`src/rtl/systolic_skew_feeder.sv`:
```
// systolic_skew_feeder: buffers one operand tile (A: ROWS x K, B: K x COLS)
// received as K valid/ready beats, then replays it with diagonal skew so that
// row i of A and column j of B reach the array edges i and j cycles late.
//
// Ports:
//   clk, rst           clock (rising edge), async active-high reset
//   in_valid/in_ready  input beat handshake (in_ready high only in LOAD)
//   in_a               A column k, lane i = A[i][k]
//   in_b               B row k,    lane j = B[k][j]
//   in_last            final beat of the tile
//   a_in_bus/b_in_bus  skewed operand lanes to the array edges (registered)
//   valid_in           wavefront valid to the array origin (registered)
//   busy               high in FEED and DONE
//   done               one-cycle pulse after the feed window
module systolic_skew_feeder #(
    parameter int unsigned DATA_W = 8,
    parameter int unsigned ROWS   = 4,
    parameter int unsigned COLS   = 4,
    parameter int unsigned K_MAX  = 16
) (
    input  logic                   clk,
    input  logic                   rst,
    input  logic                   in_valid,
    output logic                   in_ready,
    input  logic [ROWS*DATA_W-1:0] in_a,
    input  logic [COLS*DATA_W-1:0] in_b,
    input  logic                   in_last,
    output logic [ROWS*DATA_W-1:0] a_in_bus,
    output logic [COLS*DATA_W-1:0] b_in_bus,
    output logic                   valid_in,
    output logic                   busy,
    output logic                   done
);

    localparam int unsigned CW = (K_MAX > 1) ? $clog2(K_MAX) : 1;
    localparam int unsigned KW = $clog2(K_MAX + 1);
    localparam int unsigned TW = $clog2(K_MAX + ROWS + COLS);

    typedef enum logic [1:0] {S_LOAD, S_FEED, S_DONE} state_t;

    state_t          state, state_nxt;
    logic [CW-1:0]   count, count_nxt;
    logic [KW-1:0]   k_len, klen_nxt;
    logic [TW-1:0]   t, t_nxt;
    logic [TW-1:0]   last_t;
    logic            xfer;
    logic            out_en;
    logic            valid_nxt;
    logic            done_nxt;
    logic            busy_nxt;
    logic [ROWS*DATA_W-1:0] a_nxt;
    logic [COLS*DATA_W-1:0] b_nxt;

    logic [DATA_W-1:0] buf_a [K_MAX][ROWS];
    logic [DATA_W-1:0] buf_b [K_MAX][COLS];
    logic [DATA_W-1:0] a_lane [ROWS];
    logic [DATA_W-1:0] b_lane [COLS];

    assign in_ready = (state == S_LOAD);
    assign xfer     = in_valid && (state == S_LOAD);
    assign last_t   = TW'(k_len) + TW'(ROWS + COLS - 2) - TW'(1);

    // Tile storage; contents are don't-care after reset
    always_ff @(posedge clk) begin
        if (xfer) begin
            for (int i = 0; i < int'(ROWS); i++) buf_a[count][i] <= in_a[i*DATA_W +: DATA_W];
            for (int j = 0; j < int'(COLS); j++) buf_b[count][j] <= in_b[j*DATA_W +: DATA_W];
        end
    end

    // Next-state, counters and output enable
    always_comb begin
        state_nxt = state;
        count_nxt = count;
        klen_nxt  = k_len;
        t_nxt     = t;
        out_en    = 1'b0;
        unique case (state)
            S_LOAD: begin
                if (xfer) begin
                    if (in_last || (count == CW'(K_MAX - 1))) begin
                        klen_nxt  = KW'(count) + KW'(1);
                        count_nxt = '0;
                        t_nxt     = '0;
                        state_nxt = S_FEED;
                        out_en    = 1'b1;
                    end else begin
                        count_nxt = count + CW'(1);
                    end
                end
            end
            S_FEED: begin
                if (t == last_t) begin
                    state_nxt = S_DONE;
                end else begin
                    t_nxt  = t + TW'(1);
                    out_en = 1'b1;
                end
            end
            S_DONE: begin
                state_nxt = S_LOAD;
            end
            default: begin
                state_nxt = S_LOAD;
            end
        endcase
    end

    // Skewed lane selection for next-state t. The entry written on the final
    // handshake edge is not yet in the buffer, so it is bypassed from the input.
    for (genvar i = 0; i < int'(ROWS); i++) begin : g_a
        logic [TW-1:0] d;
        logic [CW-1:0] idx;
        logic          hit;
        assign d      = t_nxt - TW'(i);
        assign idx    = CW'(d);
        assign hit    = out_en && (t_nxt >= TW'(i)) && (d < TW'(klen_nxt));
        assign a_lane[i] = !hit                    ? '0 :
                           (xfer && idx == count)  ? in_a[i*DATA_W +: DATA_W] :
                                                     buf_a[idx][i];
    end

    for (genvar j = 0; j < int'(COLS); j++) begin : g_b
        logic [TW-1:0] d;
        logic [CW-1:0] idx;
        logic          hit;
        assign d      = t_nxt - TW'(j);
        assign idx    = CW'(d);
        assign hit    = out_en && (t_nxt >= TW'(j)) && (d < TW'(klen_nxt));
        assign b_lane[j] = !hit                    ? '0 :
                           (xfer && idx == count)  ? in_b[j*DATA_W +: DATA_W] :
                                                     buf_b[idx][j];
    end

    // Pack lanes and derive registered status outputs
    always_comb begin
        a_nxt     = '0;
        b_nxt     = '0;
        for (int i = 0; i < int'(ROWS); i++) a_nxt[i*DATA_W +: DATA_W] = a_lane[i];
        for (int j = 0; j < int'(COLS); j++) b_nxt[j*DATA_W +: DATA_W] = b_lane[j];
        valid_nxt = out_en && (t_nxt < TW'(klen_nxt));
        done_nxt  = (state_nxt == S_DONE);
        busy_nxt  = (state_nxt != S_LOAD);
    end

    // State and output registers
    always_ff @(posedge clk or posedge rst) begin
        if (rst) begin
            state    <= S_LOAD;
            count    <= '0;
            k_len    <= '0;
            t        <= '0;
            a_in_bus <= '0;
            b_in_bus <= '0;
            valid_in <= 1'b0;
            done     <= 1'b0;
            busy     <= 1'b0;
        end else begin
            state    <= state_nxt;
            count    <= count_nxt;
            k_len    <= klen_nxt;
            t        <= t_nxt;
            a_in_bus <= a_nxt;
            b_in_bus <= b_nxt;
            valid_in <= valid_nxt;
            done     <= done_nxt;
            busy     <= busy_nxt;
        end
    end

endmodule

```
`config.mk`:
```
export PLATFORM = sky130hd
export DESIGN_NAME = systolic_skew_feeder
export DESIGN_NICKNAME = d
export VERILOG_FILES = /design/src/rtl/systolic_skew_feeder.sv
export SDC_FILE = /design/constraint.sdc
export NUM_CORES = 1
export LEC_CHECK = 0
export CAP_MARGIN = 20
export CELL_PAD_IN_SITES_DETAIL_PLACEMENT = 1
export CELL_PAD_IN_SITES_GLOBAL_PLACEMENT = 1
export CORE_AREA = 4 4 460 325
export CTS_CLUSTER_SIZE = 16
export DETAILED_ROUTE_END_ITERATION = 8
export DIE_AREA = 0 0 464 329
export GPL_TIMING_DRIVEN = 0
export PLACE_DENSITY_LB_ADDON = 0.1
export RECOVER_POWER = 100
export SLEW_MARGIN = 40
export SYNTH_ARGS = -nofsm -noshare
export SYNTH_HDL_FRONTEND = slang
export SYNTH_SLANG_ARGS = --single-unit
```
`constraint.sdc`:
```
create_clock -name clk -period 5.8 [get_ports clk]
set_input_delay 1.16 -clock clk [delete_from_list [all_inputs] [get_ports clk]]
set_output_delay 1.16 -clock clk [all_outputs]
set_load 0.02 [all_outputs]
```
== Word-level counts from Yosys, hierarchy flattened ==
Memory sizes are Yosys's and may differ from the RTL's.
Cells that the tools add are included.

* Register bits after elaboration: 83
* Latch bits: 0
* Memory bits (writable): 1024
* Bits in read-only memories: 0
* Input port bits: 68
* Output and inout port bits: 68
* Memories: 2

* $add $sub $neg: 8
* Multipliers: 0
* Div/mod/pow operators: 0
* Magnitude comparators: 8
* Equal/unequal tests: 8
* Shift-type cells: 0
* Multiplexer cells: 34
* Bitwise operators: 0
* Reduce and logical (&&, ||, !) cells: 18

{| class="wikitable"
|+ Memory list
! name !! words !! bits a word !! rd ports !! clocked after memory_dff !! wr ports !! RTL line !! text
|-
| buf_a || 16 || 32 || 4 || 0 || 1 || 54 || <nowiki>logic [DATA_W-1:0] buf_a [K_MAX][ROWS];</nowiki>
|-
| buf_b || 16 || 32 || 4 || 0 || 1 || 55 || <nowiki>logic [DATA_W-1:0] buf_b [K_MAX][COLS];</nowiki>
|}

{| class="wikitable"
|+ Operators with widths
! kind !! number
|-
| 2-to-1 mux 8 bit || 16
|-
| 2-to-1 mux 5 bit || 6
|-
| < comparator 5 bit || 4
|-
| == test 4 bit || 4
|-
| logical AND 1 bit || 14
|-
| greater-or-equal comparator 5 x 1 -> 1 bit (second input constant) || 2
|-
| greater-or-equal comparator 5 x 2 -> 1 bit (second input constant) || 2
|-
| one-hot mux 5 bit (2 select lines) || 1
|-
| subtractor 5 x 1 -> 5 bit (second input constant) || 2
|-
| subtractor 5 x 2 -> 5 bit (second input constant) || 2
|-
| 2-to-1 mux 2 bit || 3
|-
| adder 4 x 1 -> 5 bit (second input constant) || 1
|-
| adder 5 x 1 -> 5 bit (second input constant) || 1
|-
| adder 5 x 3 -> 5 bit (second input constant) || 1
|-
| == test 5 bit || 1
|-
| 2-to-1 mux 1 bit || 5
|-
| adder 4 x 1 -> 4 bit (second input constant) || 1
|-
| == test 4 bit (second input constant) || 1
|-
| 2-to-1 mux 4 bit || 1
|-
| one-hot mux 2 bit (2 select lines) || 1
|-
| == test 2 x 1 -> 1 bit (second input constant) || 1
|-
| == test 2 bit (second input constant) || 1
|-
| zero test 2 bit || 1
|-
| one-hot mux 1 bit (2 select lines) || 1
|-
| 3 further kinds || 3
|}

== Depth between registers and ports, before layout ==
Gate-level depths: netlist of run 1.

* Depth in word-level cells: 10
* Gate-level depth with buffers: 24

== Worst setup path before layout of run 1 ==
OpenSTA, ideal clock, no wires.

* Kind: input to register
* From: input in_valid
* To: memory buf_a[3][0] (netlist bit) (enable)
* Library setup time: 0.565 ns
* Arrival: 6.080 ns
* Data required time: 5.235 ns
* Setup slack: -0.844 ns
* Stages on the path: 4
* Path buffers: 1
* Cells stage by stage: and2_1 > clkbuf_1 > nand2_1 > nor3_1

* Cells in the longest elaborated chain, start to end: 3

{| class="wikitable"
|+ RTL lines
! what !! RTL line !! text
|-
| start, declared || 23 || <nowiki>input logic in_valid,</nowiki>
|-
| logical AND 1 bit || 60 || <nowiki>assign xfer = in_valid && (state == S_LOAD);</nowiki>
|-
| 2-to-1 mux 1 bit || 65 || <nowiki>if (xfer) begin</nowiki>
|-
| 2-to-1 mux 1 bit (implied by the code) || 66 || <nowiki>for (int i = 0; i < int'(ROWS); i++) buf_a[count][i] <= in_a[i*DATA_W +: DATA_W];</nowiki>
|-
| end, declared || 54 ||
|}

Every way passes these cells.

==> key figures, run 1 <==
Status
  – Status: finished, violations left
  – Violated checks: max-capacitance violations, max-slew violations

Setup path
  – CP arrival: 6230 ps
  – Cell Chain, Critical Path: clkdlybuf4s50_1 -> or3b_2 -> clkbuf_1 -> o21ai_0 -> mux2i_1 -> buf_4 -> inv_4 -> ha_1 -> a21oi_2 -> xnor2_2 -> buf_6 -> inv_1 -> ha_1 -> a21o_1 -> a211oi_1 -> o21ai_1 -> nor2_4 -> buf_4 -> clkbuf_4 -> nand2_1 -> o22ai_1
  – Critical path class: in -> reg
  – Kind of cell adding the most delay to the critical path: buffers and inverters
  – Critical path launch point: in_valid
  – CP max stage delay: 600 ps
  – Worst Setup End Kind: flip-flop
  – WP depth: 21
  – Number of cells on the worst reg-to-reg path: 22
  – Startpoint Class: input pin
  – CP Buf/Inv Count: 8
  – Worst path slowest cell: clkdlybuf4s50_1
  – Flop2flop setup slack: 210 ps
  – Crit Reg-Reg Startpoint: k_len[0]
  – CP max FO: 11
  – FF-to-FF End: b_in_bus[16]
  – Setup crit end: b_in_bus[24]
  – Critical path required time: 6420 ps

Die
  – Die H: 329 µm
  – Row cnt: 117
  – Chip Width: 464 µm
  – Core Area: 145000 µm²
  – # IOs: 136
  – Starting Density: 0.298
  – DIE AREA: 153000 µm²

CTS
  – CTS tree: done
  – Clk slew on worst S/H paths: 60 ps
  – CTS Hold Bufs: 0
  – Clock sink count: 1107
  – Longest Clk Path Bufs: 3
  – Clock Root Buffer: clkbuf_16
  – Htree depth: 3
  – Latest clock arrival within the worst-skew pair: 720 ps
  – TritonCTS Buffers: 115

Global routing
  – Met1 Track Usage GR: 0.246
  – Grt ovf: 0
  – Total GRT Usage: 0.166
  – First-pass GRT wire length: 182 mm
  – Via count of the first global-routing pass: 24.5k
  – Initial antenna violation count: 11
  – Busiest metal layer after global routing: met2
  – GRT met2 Usage: 0.258
  – Largest net degree at the start of global routing: 56
  – Met3 Resource Use GR: 0.0277

Placement
  – Final HPWL DP: 86.6 mm
  – Placer Congestion: 0.740
  – Count of buffers from port buffering: 135

Yosys
  – Syn_nets: 2334
  – Post-synth cell types: 62
  – Post-synth EDFFs: 1024
  – Synth Cell Area: 43300 µm²
  – Mapped Avg Cell Area: 19.4 µm²
  – #FFs+latches synth: 1107
  – Asr flop ratio synth: 0.0750
  – Syn Inst Count: 2237
  – Sequential area share after synthesis: 0.758
  – YS warnings: 0
  – Main synth FF type: edfxtp_1

Route
  – Iteration-0 DRC Markers: 1766
  – Vias: 22.8k
  – Post-route ant nets: 0
  – Post-route DRC: 0
  – TritonRoute pass-1 iters: 5
  – Vias/cell: 4.87
  – Wire per inst: 27.2 µm
  – WL final: 127 mm

Final layout
  – Layout area overhead: 19.4%
  – Most common cell after layout, fill and taps aside: edfxtp_1
  – Nets: 2706
  – Layout cells sized above 1: 0.210
  – Fillcell total: 14.3k
  – Register area: 32800 µm²
  – Most frequent cells in the layout: 1024 x edfxtp_1, 195 x nand2_1, 189 x mux4_2, 160 x clkbuf_1, 133 x dlygate4sd3_1
  – Multi-input gate area: 9910 µm²

Timing
  – Fin. max-slew vios: 86
  – Period utilisation layout: 0.968
  – Minimum clock period after layout: 5620 ps
  – RSZ-0062 raised after global routing: false
  – Worst-Margin Slew: 3290 ps
  – Slew headroom: -1.20
  – Fin. Hold Viols: 0
  – Setup Viol. Count Final: 0
  – Hold WS: 539 ps
  – Peak Freq: 0.178 GHz
  – Clock Skew: 21.9 ps

Worst hold path
  – Worst hold path class: reg -> reg
  – Hold wc startpoint: k_len[4]

Flow run
  – Max Cap Viol: 2
-- routing by layer --
metal  share of wire  vias up
met3           0.041      173
met5        0.000055        -
met1            0.49    12279
met2            0.45      498
met4           0.021        2
li1                -     9822
-- timing repair --
action / in CTS / in global routing
buffers inserted: 5 / 1
setup endpoints to repair: 53 / 50
gates resized for setup: 45 / 23
cloned: 0 / 0
pin swaps: 3 / 2
-- sequential cells by signal, indices dropped and copies added, names as in the netlist --
signal,cells
buf_a,512
buf_b,512
a_in_bus,32
b_in_bus,32
k_len,5
t,5
count,4
state,2
busy,1
done,1
valid_in,1
-- cell families after synthesis --
kind of cell | Yosys count | synth area share
AO/OA/AOI/OAI | 223 | 0.0354
multiplexers | 339 | 0.136
adder cells (fa/ha/maj) | 29 | 0.00838
XOR/XNOR | 28 | 0.00645
flip-flops | 1107 | 0.758
AND/OR/NAND/NOR | 374 | 0.0392
buffers and inverters | 137 | 0.0160
-- metrics by stage --
stage          area [µm²]  utilization  cells  setup TNS (ps)  setup slack, ps
4_1_cts             53300        0.367   4669               0             3.45
2_1_floorplan       43300            -   2237               0             85.1
3_5_place_dp        49400        0.341   4451         -141550            -3360
3_3_place_gp        47100        0.325   4335        -4275660            -4790
6_report            51700        0.356   4674               0              184
5_1_grt             51700        0.356   4670               0             11.8
-- Yosys cell counts (all sizes together), types with 2 or more instances --
library cell / count / area share
a211oi: 7 / 0.0013
a21o: 10 / 0.0017
a21oi: 22 / 0.0029
a221oi: 16 / 0.0032
a22oi: 33 / 0.0057
a311oi: 16 / 0.0032
a31oi: 18 / 0.0026
a32o: 2 / 0.00046
and3: 32 / 0.0046
buf: 58 / 0.0090
clkbuf: 57 / 0.0050
dfrtp: 83 / 0.048
edfxtp: 1024 / 0.71
ha: 29 / 0.0084
inv: 21 / 0.0019
mux2: 65 / 0.017
mux2i: 82 / 0.019
mux4: 192 / 0.10
nand2: 196 / 0.017
nand2b: 5 / 0.00072
nand3: 86 / 0.0099
nand4: 5 / 0.00072
nand4b: 3 / 0.00061
nor2: 35 / 0.0032
nor2b: 2 / 0.00029
nor3: 6 / 0.0011
o211ai: 17 / 0.0031
o21a: 2 / 0.00035
o21ai: 42 / 0.0049
o22ai: 33 / 0.0048
xnor2: 17 / 0.0042
xor2: 11 / 0.0022
-- area by class of cell --
class / count / share of cell area
repair buffers: 257 / 0.0376
plain buffers: 113 / 0.0137
multi-input cells: 993 / 0.192
clock buffers: 164 / 0.0630
clock inverters: 51 / 0.00903
inverters: 22 / 0.00194
well taps: 1963 / 0.0475
flip-flops and latches: 1107 / 0.635
diodes: 4 / 0.000194
-- worst min-delay path by stage --
stage,end,slack [ps],cells after the start
2_1_floorplan,busy,470,1
3_3_place_gp,k_len[4],520,1
3_5_place_dp,k_len[4],520,1
4_1_cts,k_len[4],530,1
5_1_grt,k_len[4],560,1
6_report,k_len[4],540,1
Power of run 1 is left out: the tool's default activity adds up to more than one toggle a clock period on the data nets, which glitch-free logic cannot reach.
==> run 2, diff against run 1 <==
--- a/config.mk
+++ b/config.mk
@@ -6,16 +6,14 @@
 export NUM_CORES = 1
 export LEC_CHECK = 0
 export CAP_MARGIN = 20
-export CELL_PAD_IN_SITES_DETAIL_PLACEMENT = 1
-export CELL_PAD_IN_SITES_GLOBAL_PLACEMENT = 1
 export CORE_AREA = 4 4 460 325
 export CTS_CLUSTER_SIZE = 16
 export DETAILED_ROUTE_END_ITERATION = 8
 export DIE_AREA = 0 0 464 329
 export GPL_TIMING_DRIVEN = 0
 export PLACE_DENSITY_LB_ADDON = 0.1
-export RECOVER_POWER = 100
 export SLEW_MARGIN = 40
 export SYNTH_ARGS = -nofsm -noshare
 export SYNTH_HDL_FRONTEND = slang
 export SYNTH_SLANG_ARGS = --single-unit
+export TNS_END_PERCENT = 10
==> key figures, run 2 (synthesis gave the netlist of run 1 again) <==
Timing
  – Minimum clock period after layout: 5630 ps (was 5620 ps)
  – Slew headroom: 0.423 (was -1.20)
  – Peak Freq: 0.178 GHz (about the same)
  – Setup Viol. Count Final: 0 (unchanged)
  – Period utilisation layout: 0.970 (was 0.968)
  – Clock Skew: 20.1 ps (was 21.9 ps)
  – RSZ-0062 raised after global routing: true (was false)
  – Hold WS: 543 ps (was 539 ps)
  – Worst-Margin Slew: 865 ps (was 3290 ps)
  – Fin. max-slew vios: 0 (was 86)
  – Fin. Hold Viols: 0 (unchanged)

Die
  – # IOs: 136 (unchanged)
  – Row cnt: 117 (unchanged)
  – DIE AREA: 153000 µm² (unchanged)
  – Starting Density: 0.298 (unchanged)
  – Core Area: 145000 µm² (unchanged)
  – Die H: 329 µm (unchanged)
  – Chip Width: 464 µm (unchanged)

Global routing
  – Initial antenna violation count: 5 (was 11)
  – Largest net degree at the start of global routing: 57 (was 56)
  – Via count of the first global-routing pass: 23.8k (was 24.5k)
  – Total GRT Usage: 0.163 (was 0.166)
  – Grt ovf: 0 (unchanged)
  – First-pass GRT wire length: 178 mm (was 182 mm)

Final layout
  – Multi-input gate area: 10000 µm² (was 9910 µm²)
  – Post-layout util: 0.368 (was 0.356)
  – Most frequent cells in the layout: 1024 x edfxtp_1, 195 x nand2_1, 189 x mux4_2, 134 x clkdlybuf4s50_1, 113 x clkbuf_16 (was 1024 x edfxtp_1, 195 x nand2_1, 189 x mux4_2, 160 x clkbuf_1, 133 x dlygate4sd3_1)
  – Fillcell total: 13.4k (was 14.3k)
  – Biggest regs: buf_a: 512 flops, buf_b: 512 flops (unchanged)
  – Nets: 2731 (was 2706)
  – Layout cells sized above 1: 0.260 (was 0.210)
  – Register area: 32800 µm² (unchanged)
  – Layout area overhead: 23.4% (was 19.4%)
  – Most common cell after layout, fill and taps aside: edfxtp_1 (unchanged)

Route
  – Post-route ant nets: 0 (unchanged)
  – Post-route DRC: 0 (unchanged)
  – Vias/cell: 4.85 (was 4.87)
  – Iteration-0 DRC Markers: 2086 (was 1766)
  – WL final: 125 mm (was 127 mm)
  – TritonRoute pass-1 iters: 5 (unchanged)
  – Vias: 22.8k (about the same)
  – Wire per inst: 26.6 µm (was 27.2 µm)

Setup path
  – CP arrival: 6190 ps (was 6230 ps)
  – Critical path required time: 6370 ps (was 6420 ps)
  – WP depth: 21 (unchanged)
  – Worst path slowest cell: clkdlybuf4s50_1 (unchanged)
  – Number of cells on the worst reg-to-reg path: 21 (was 22)
  – Cell Chain, Critical Path: clkdlybuf4s50_1 -> a31oi_2 -> nor2b_1 -> nor2_1 -> a311o_1 -> buf_6 -> a32o_1 -> buf_4 -> buf_6 -> buf_4 -> buf_4 -> buf_2 -> ha_1 -> a21o_1 -> a21o_1 -> a211oi_1 -> o21ai_1 -> inv_1 -> nand2_1 -> clkbuf_1 -> o21ai_0 (was clkdlybuf4s50_1 -> or3b_2 -> clkbuf_1 -> o21ai_0 -> mux2i_1 -> buf_4 -> inv_4 -> ha_1 -> a21oi_2 -> xnor2_2 -> buf_6 -> inv_1 -> ha_1 -> a21o_1 -> a211oi_1 -> o21ai_1 -> nor2_4 -> buf_4 -> clkbuf_4 -> nand2_1 -> o22ai_1)
  – CP Buf/Inv Count: 9 (was 8)
  – Worst Setup End Kind: flip-flop (unchanged)
  – Critical path class: in -> reg (unchanged)
  – CP most frequent cell: buf_4
  – Kind of cell adding the most delay to the critical path: buffers and inverters (unchanged)
  – CP max stage delay: 580 ps (was 600 ps)
  – Startpoint Class: input pin (unchanged)
  – CP max FO: 11 (unchanged)

Worst hold path
  – Worst hold path class: reg -> reg (unchanged)
  – Hold path cells: 1 (unchanged)

Status
  – Status: completed (was finished, violations left)

CTS
  – Clock Root Buffer: clkbuf_16 (unchanged)
  – Clk slew on worst S/H paths: 60 ps (about the same)
  – Latest clock arrival within the worst-skew pair: 720 ps (about the same)
  – Longest Clk Path Bufs: 3 (unchanged)
  – Clock sink count: 1107 (unchanged)
  – CTS Hold Bufs: 0 (unchanged)
  – CTS tree: done (unchanged)
  – Htree depth: 3 (unchanged)
  – TritonCTS Buffers: 113 (was 115)

Flow run
  – Max Cap Viol: 0 (was 2)

Placement
  – Placer Congestion: 0.736 (was 0.740)
  – Count of buffers from port buffering: 135 (unchanged)
  – Final HPWL DP: 85.7 mm (was 86.6 mm)
run 2: changes by cell type in the layout (fill, tap and decap cells not counted), moves of 22 or more:
cell,delta
buf_16,+44
clkbuf_1,-106
buf_8,+32
buf_2,+22
dlygate4sd3_1,-133
buf_4,+29
clkdlybuf4s50_1,+133
run 2: worst reg2reg max path, cell delays in order (launching register included):
cell      delay [ps]
dfrtp_1          420
ha_1             260
xor2_1           170
o22ai_1          170
o21ai_2          150
a311o_1          390
buf_6            160
a32o_1           210
buf_4            160
buf_6            170
buf_4            220
buf_4            210
buf_2            250
ha_1             270
a21o_1           170
a21o_1           170
a211oi_1         260
o21ai_1          190
inv_1            120
nand2_1          270
clkbuf_1         430
o21ai_0          520
run 2: cell type report:
| cell class | instances | area share |
|---|---|---|
| diodes | 2 | 0.0000937 |
| plain buffers | 113 | 0.0135 |
| clock buffers | 152 | 0.0572 |
| clock inverters | 60 | 0.0111 |
| inverters | 22 | 0.00190 |
| multi-input cells | 993 | 0.188 |
| flip-flops and latches | 1107 | 0.615 |
| well taps | 1963 | 0.0460 |
| repair buffers | 284 | 0.0681 |
run 2: per-layer routing:
layer / vias up / part of all wire / track usage
met2: 593 / 0.45 / 0.250
met1: 12122 / 0.48 / 0.240
met5: - / 0.00010 / 0
li1: 9896 / - / -
met3: 158 / 0.053 / 0.0319
met4: 2 / 0.020 / 0.0360
run 2: path summary, 6_finish.rpt:
| check | endpoint | startpoint | slack [ps] |
|---|---|---|---|
| max in group asynchronous | b_in_bus[4] | rst | 4320 |
| min in group asynchronous | count[0] | rst | 840 |
| setup reg to reg | a_in_bus[6] | k_len[0] | 310 |
| setup / recovery | a_in_bus[6] | in_last | 170 |
| hold / removal | k_len[4] | k_len[4] | 540 |
| hold reg to reg | k_len[4] | k_len[4] | 540 |
run 2: repair_timing:
action                                  in CTS  in global routing
setup buffers                               10                  0
pin swaps                                    4                  1
hold endpoints to repair                     0                  0
gates resized for setup                     41                 22
endpoints found under the setup margin      59                 58
run 2: metrics by stage:
step	TNS [ps]	setup slack, ps	instances	area [µm²]
6_report	0	173	4696	53400
5_1_grt	-63.1	-53.9	4695	53400
4_1_cts	-174	-51.3	4693	53300
3_5_place_dp	-129930	-2780	4472	49400
3_3_place_gp	-5644870	-8890	4335	47100
2_1_floorplan	-175430	-825	2237	43300
Power of run 2 is left out for the same reason.
==> run 3, diff against run 2 <==
--- a/config.mk
+++ b/config.mk
@@ -5,7 +5,6 @@
 export SDC_FILE = /design/constraint.sdc
 export NUM_CORES = 1
 export LEC_CHECK = 0
-export CAP_MARGIN = 20
 export CORE_AREA = 4 4 460 325
 export CTS_CLUSTER_SIZE = 16
 export DETAILED_ROUTE_END_ITERATION = 8
@@ -16,4 +15,3 @@
 export SYNTH_ARGS = -nofsm -noshare
 export SYNTH_HDL_FRONTEND = slang
 export SYNTH_SLANG_ARGS = --single-unit
-export TNS_END_PERCENT = 10
==> key figures, run 3 (synthesis gave the netlist of run 1 again) <==
Timing
  – Clock Skew: 25.7 ps (was 20.1 ps)
  – RSZ-0062 raised after global routing: false (was true)
  – Peak Freq: 0.178 GHz (about the same)
  – Slew headroom: 0.393 (was 0.423)
  – Minimum clock period after layout: 5630 ps (about the same)
  – Setup Viol. Count Final: 0 (unchanged)
  – Worst-Margin Slew: 910 ps (was 865 ps)
  – Fin. Hold Viols: 0 (unchanged)
  – Period utilisation layout: 0.971 (was 0.970)
  – Fin. max-slew vios: 0 (unchanged)

CTS
  – Clock sink count: 1107 (unchanged)
  – TritonCTS Buffers: 113 (unchanged)
  – Htree depth: 3 (unchanged)
  – Latest clock arrival within the worst-skew pair: 730 ps (was 720 ps)
  – Longest Clk Path Bufs: 3 (unchanged)
  – Clock Root Buffer: clkbuf_16 (unchanged)
  – Clk slew on worst S/H paths: 60 ps (about the same)
  – CTS tree: done (unchanged)

Final layout
  – Fillcell total: 13.3k (was 13.4k)
  – Most common cell after layout, fill and taps aside: edfxtp_1 (unchanged)
  – Nets: 2708 (was 2731)
  – Final Cell Area: 53400 µm² (about the same)
  – Biggest regs: buf_a: 512 flops, buf_b: 512 flops (unchanged)
  – Post-layout util: 0.368 (about the same)
  – Layout cells sized above 1: 0.254 (was 0.260)
  – Multi-input gate area: 10000 µm² (about the same)
  – Register area: 32800 µm² (about the same)
  – Layout area overhead: 23.4% (about the same)
  – Most frequent cells in the layout: 1024 x edfxtp_1, 195 x nand2_1, 189 x mux4_2, 134 x clkdlybuf4s50_1, 114 x clkbuf_16 (was 1024 x edfxtp_1, 195 x nand2_1, 189 x mux4_2, 134 x clkdlybuf4s50_1, 113 x clkbuf_16)

Global routing
  – Largest net degree at the start of global routing: 33 (was 57)
  – Grt ovf: 0 (unchanged)
  – Via count of the first global-routing pass: 23.8k (about the same)
  – First-pass GRT wire length: 178 mm (about the same)
  – Initial antenna violation count: 6 (was 5)
  – Total GRT Usage: 0.164 (was 0.163)

Setup path
  – CP arrival: 6230 ps (was 6190 ps)
  – Startpoint Class: input pin (unchanged)
  – Cell Chain, Critical Path: clkdlybuf4s50_1 -> nor2b_1 -> nor2_1 -> a311o_1 -> buf_6 -> a32o_1 -> buf_4 -> inv_2 -> buf_4 -> buf_8 -> ha_4 -> xnor2_4 -> inv_4 -> clkbuf_8 -> ha_1 -> a21o_1 -> a211oi_1 -> o21ai_0 -> a31oi_2 -> buf_6 -> nand2b_2 -> buf_4 -> o21ai_1 (was clkdlybuf4s50_1 -> a31oi_2 -> nor2b_1 -> nor2_1 -> a311o_1 -> buf_6 -> a32o_1 -> buf_4 -> buf_6 -> buf_4 -> buf_4 -> buf_2 -> ha_1 -> a21o_1 -> a21o_1 -> a211oi_1 -> o21ai_1 -> inv_1 -> nand2_1 -> clkbuf_1 -> o21ai_0)
  – CP max stage delay: 580 ps (about the same)
  – CP most frequent cell: buf_4 (unchanged)
  – Worst path slowest cell: clkdlybuf4s50_1 (unchanged)
  – Worst Setup End Kind: flip-flop (unchanged)
  – Critical path required time: 6400 ps (was 6370 ps)
  – CP max FO: 14 (was 11)
  – Critical path class: in -> reg (unchanged)

Route
  – TritonRoute pass-1 iters: 5 (unchanged)
  – WL final: 126 mm (was 125 mm)
  – Iteration-0 DRC Markers: 1930 (was 2086)
  – Vias: 22.8k (about the same)
  – Wire per inst: 26.9 µm (was 26.6 µm)
  – Post-route ant nets: 0 (unchanged)
  – Post-route DRC: 0 (unchanged)
  – Vias/cell: 4.88 (was 4.85)

Die
  – Starting Density: 0.298 (unchanged)
  – Die H: 329 µm (unchanged)
  – # IOs: 136 (unchanged)
  – DIE AREA: 153000 µm² (unchanged)
  – Row cnt: 117 (unchanged)
  – Chip Width: 464 µm (unchanged)
  – Core Area: 145000 µm² (unchanged)

Placement
  – Count of buffers from port buffering: 135 (unchanged)
  – DP Area: 49500 µm² (was 49400 µm²)
  – Final HPWL DP: 86.0 mm (was 85.7 mm)
  – Placer Congestion: 0.750 (was 0.736)

Worst hold path
  – Worst hold path class: reg -> reg (unchanged)

Status
  – Status: completed (unchanged)

Flow run
  – Max Cap Viol: 0 (unchanged)
==> run 3: worst paths after layout <==
path                            depth (start not counted)           end  slack, ps  startpoint
worst max-delay path                                   23  a_in_bus[16]        170    in_valid
worst min-delay path                                    1      k_len[4]        550    k_len[4]
worst max register to register                         24  a_in_bus[16]        190    k_len[0]
worst min register to register                          1      k_len[4]        550    k_len[4]
max in group asynchronous                               4  b_in_bus[15]       4230         rst
min in group asynchronous                               2  b_in_bus[22]        780         rst
==> run 3: what timing repair did <==
action                     CTS  global route
setup endpoints to repair   55            56
hold buffers                 0             0
buffers inserted             8             0
pin swaps                    3             1
resized for setup           38            19
==> run 3: final cells by class <==
| class | instances | area share |
|---|---|---|
| Sequential cell | 1107 | 0.614 |
| Multi-Input combinational cell | 993 | 0.187 |
| Timing Repair Buffer | 261 | 0.0689 |
| Clock buffer | 148 | 0.0571 |
| Tap cell | 1963 | 0.0460 |
| Buffer | 113 | 0.0133 |
| Clock inverter | 64 | 0.0109 |
| Inverter | 22 | 0.00190 |
| Antenna cell | 2 | 0.0000937 |
==> run 3: metrics by stage <==
step / hold WS (ps) / setup TNS, ps / worst slack, ps / instances
2_1_floorplan: 474 / 0 / 85.1 / 2237
3_3_place_gp: 533 / -4373110 / -4800 / 4335
3_5_place_dp: 530 / -133590 / -3140 / 4453
4_1_cts: 542 / 0 / 7.81 / 4672
5_1_grt: 568 / 0 / 38.3 / 4672
6_report: 547 / 0 / 167 / 4673
==> run 3: routing by layer <==
metal | vias up | wire, µm | GRT usage
li1 | 9870 | - | -
met1 | 12217 | 59700 | 0.240
met2 | 557 | 57500 | 0.254
met3 | 169 | 5960 | 0.0287
met4 | 0 | 2680 | 0.0372
met5 | - | 0 | 0
==> run 3: critical path, delay by kind of cell <==
kind | cells | cell delay, ps
AO/OA/AOI/OAI | 7 | 1570
AND/OR/NAND/NOR | 3 | 400
buffers and inverters | 10 | 2310
XOR/XNOR | 1 | 180
adder cells (fa/ha/maj) | 2 | 530
Power of run 3 is left out for the same reason.
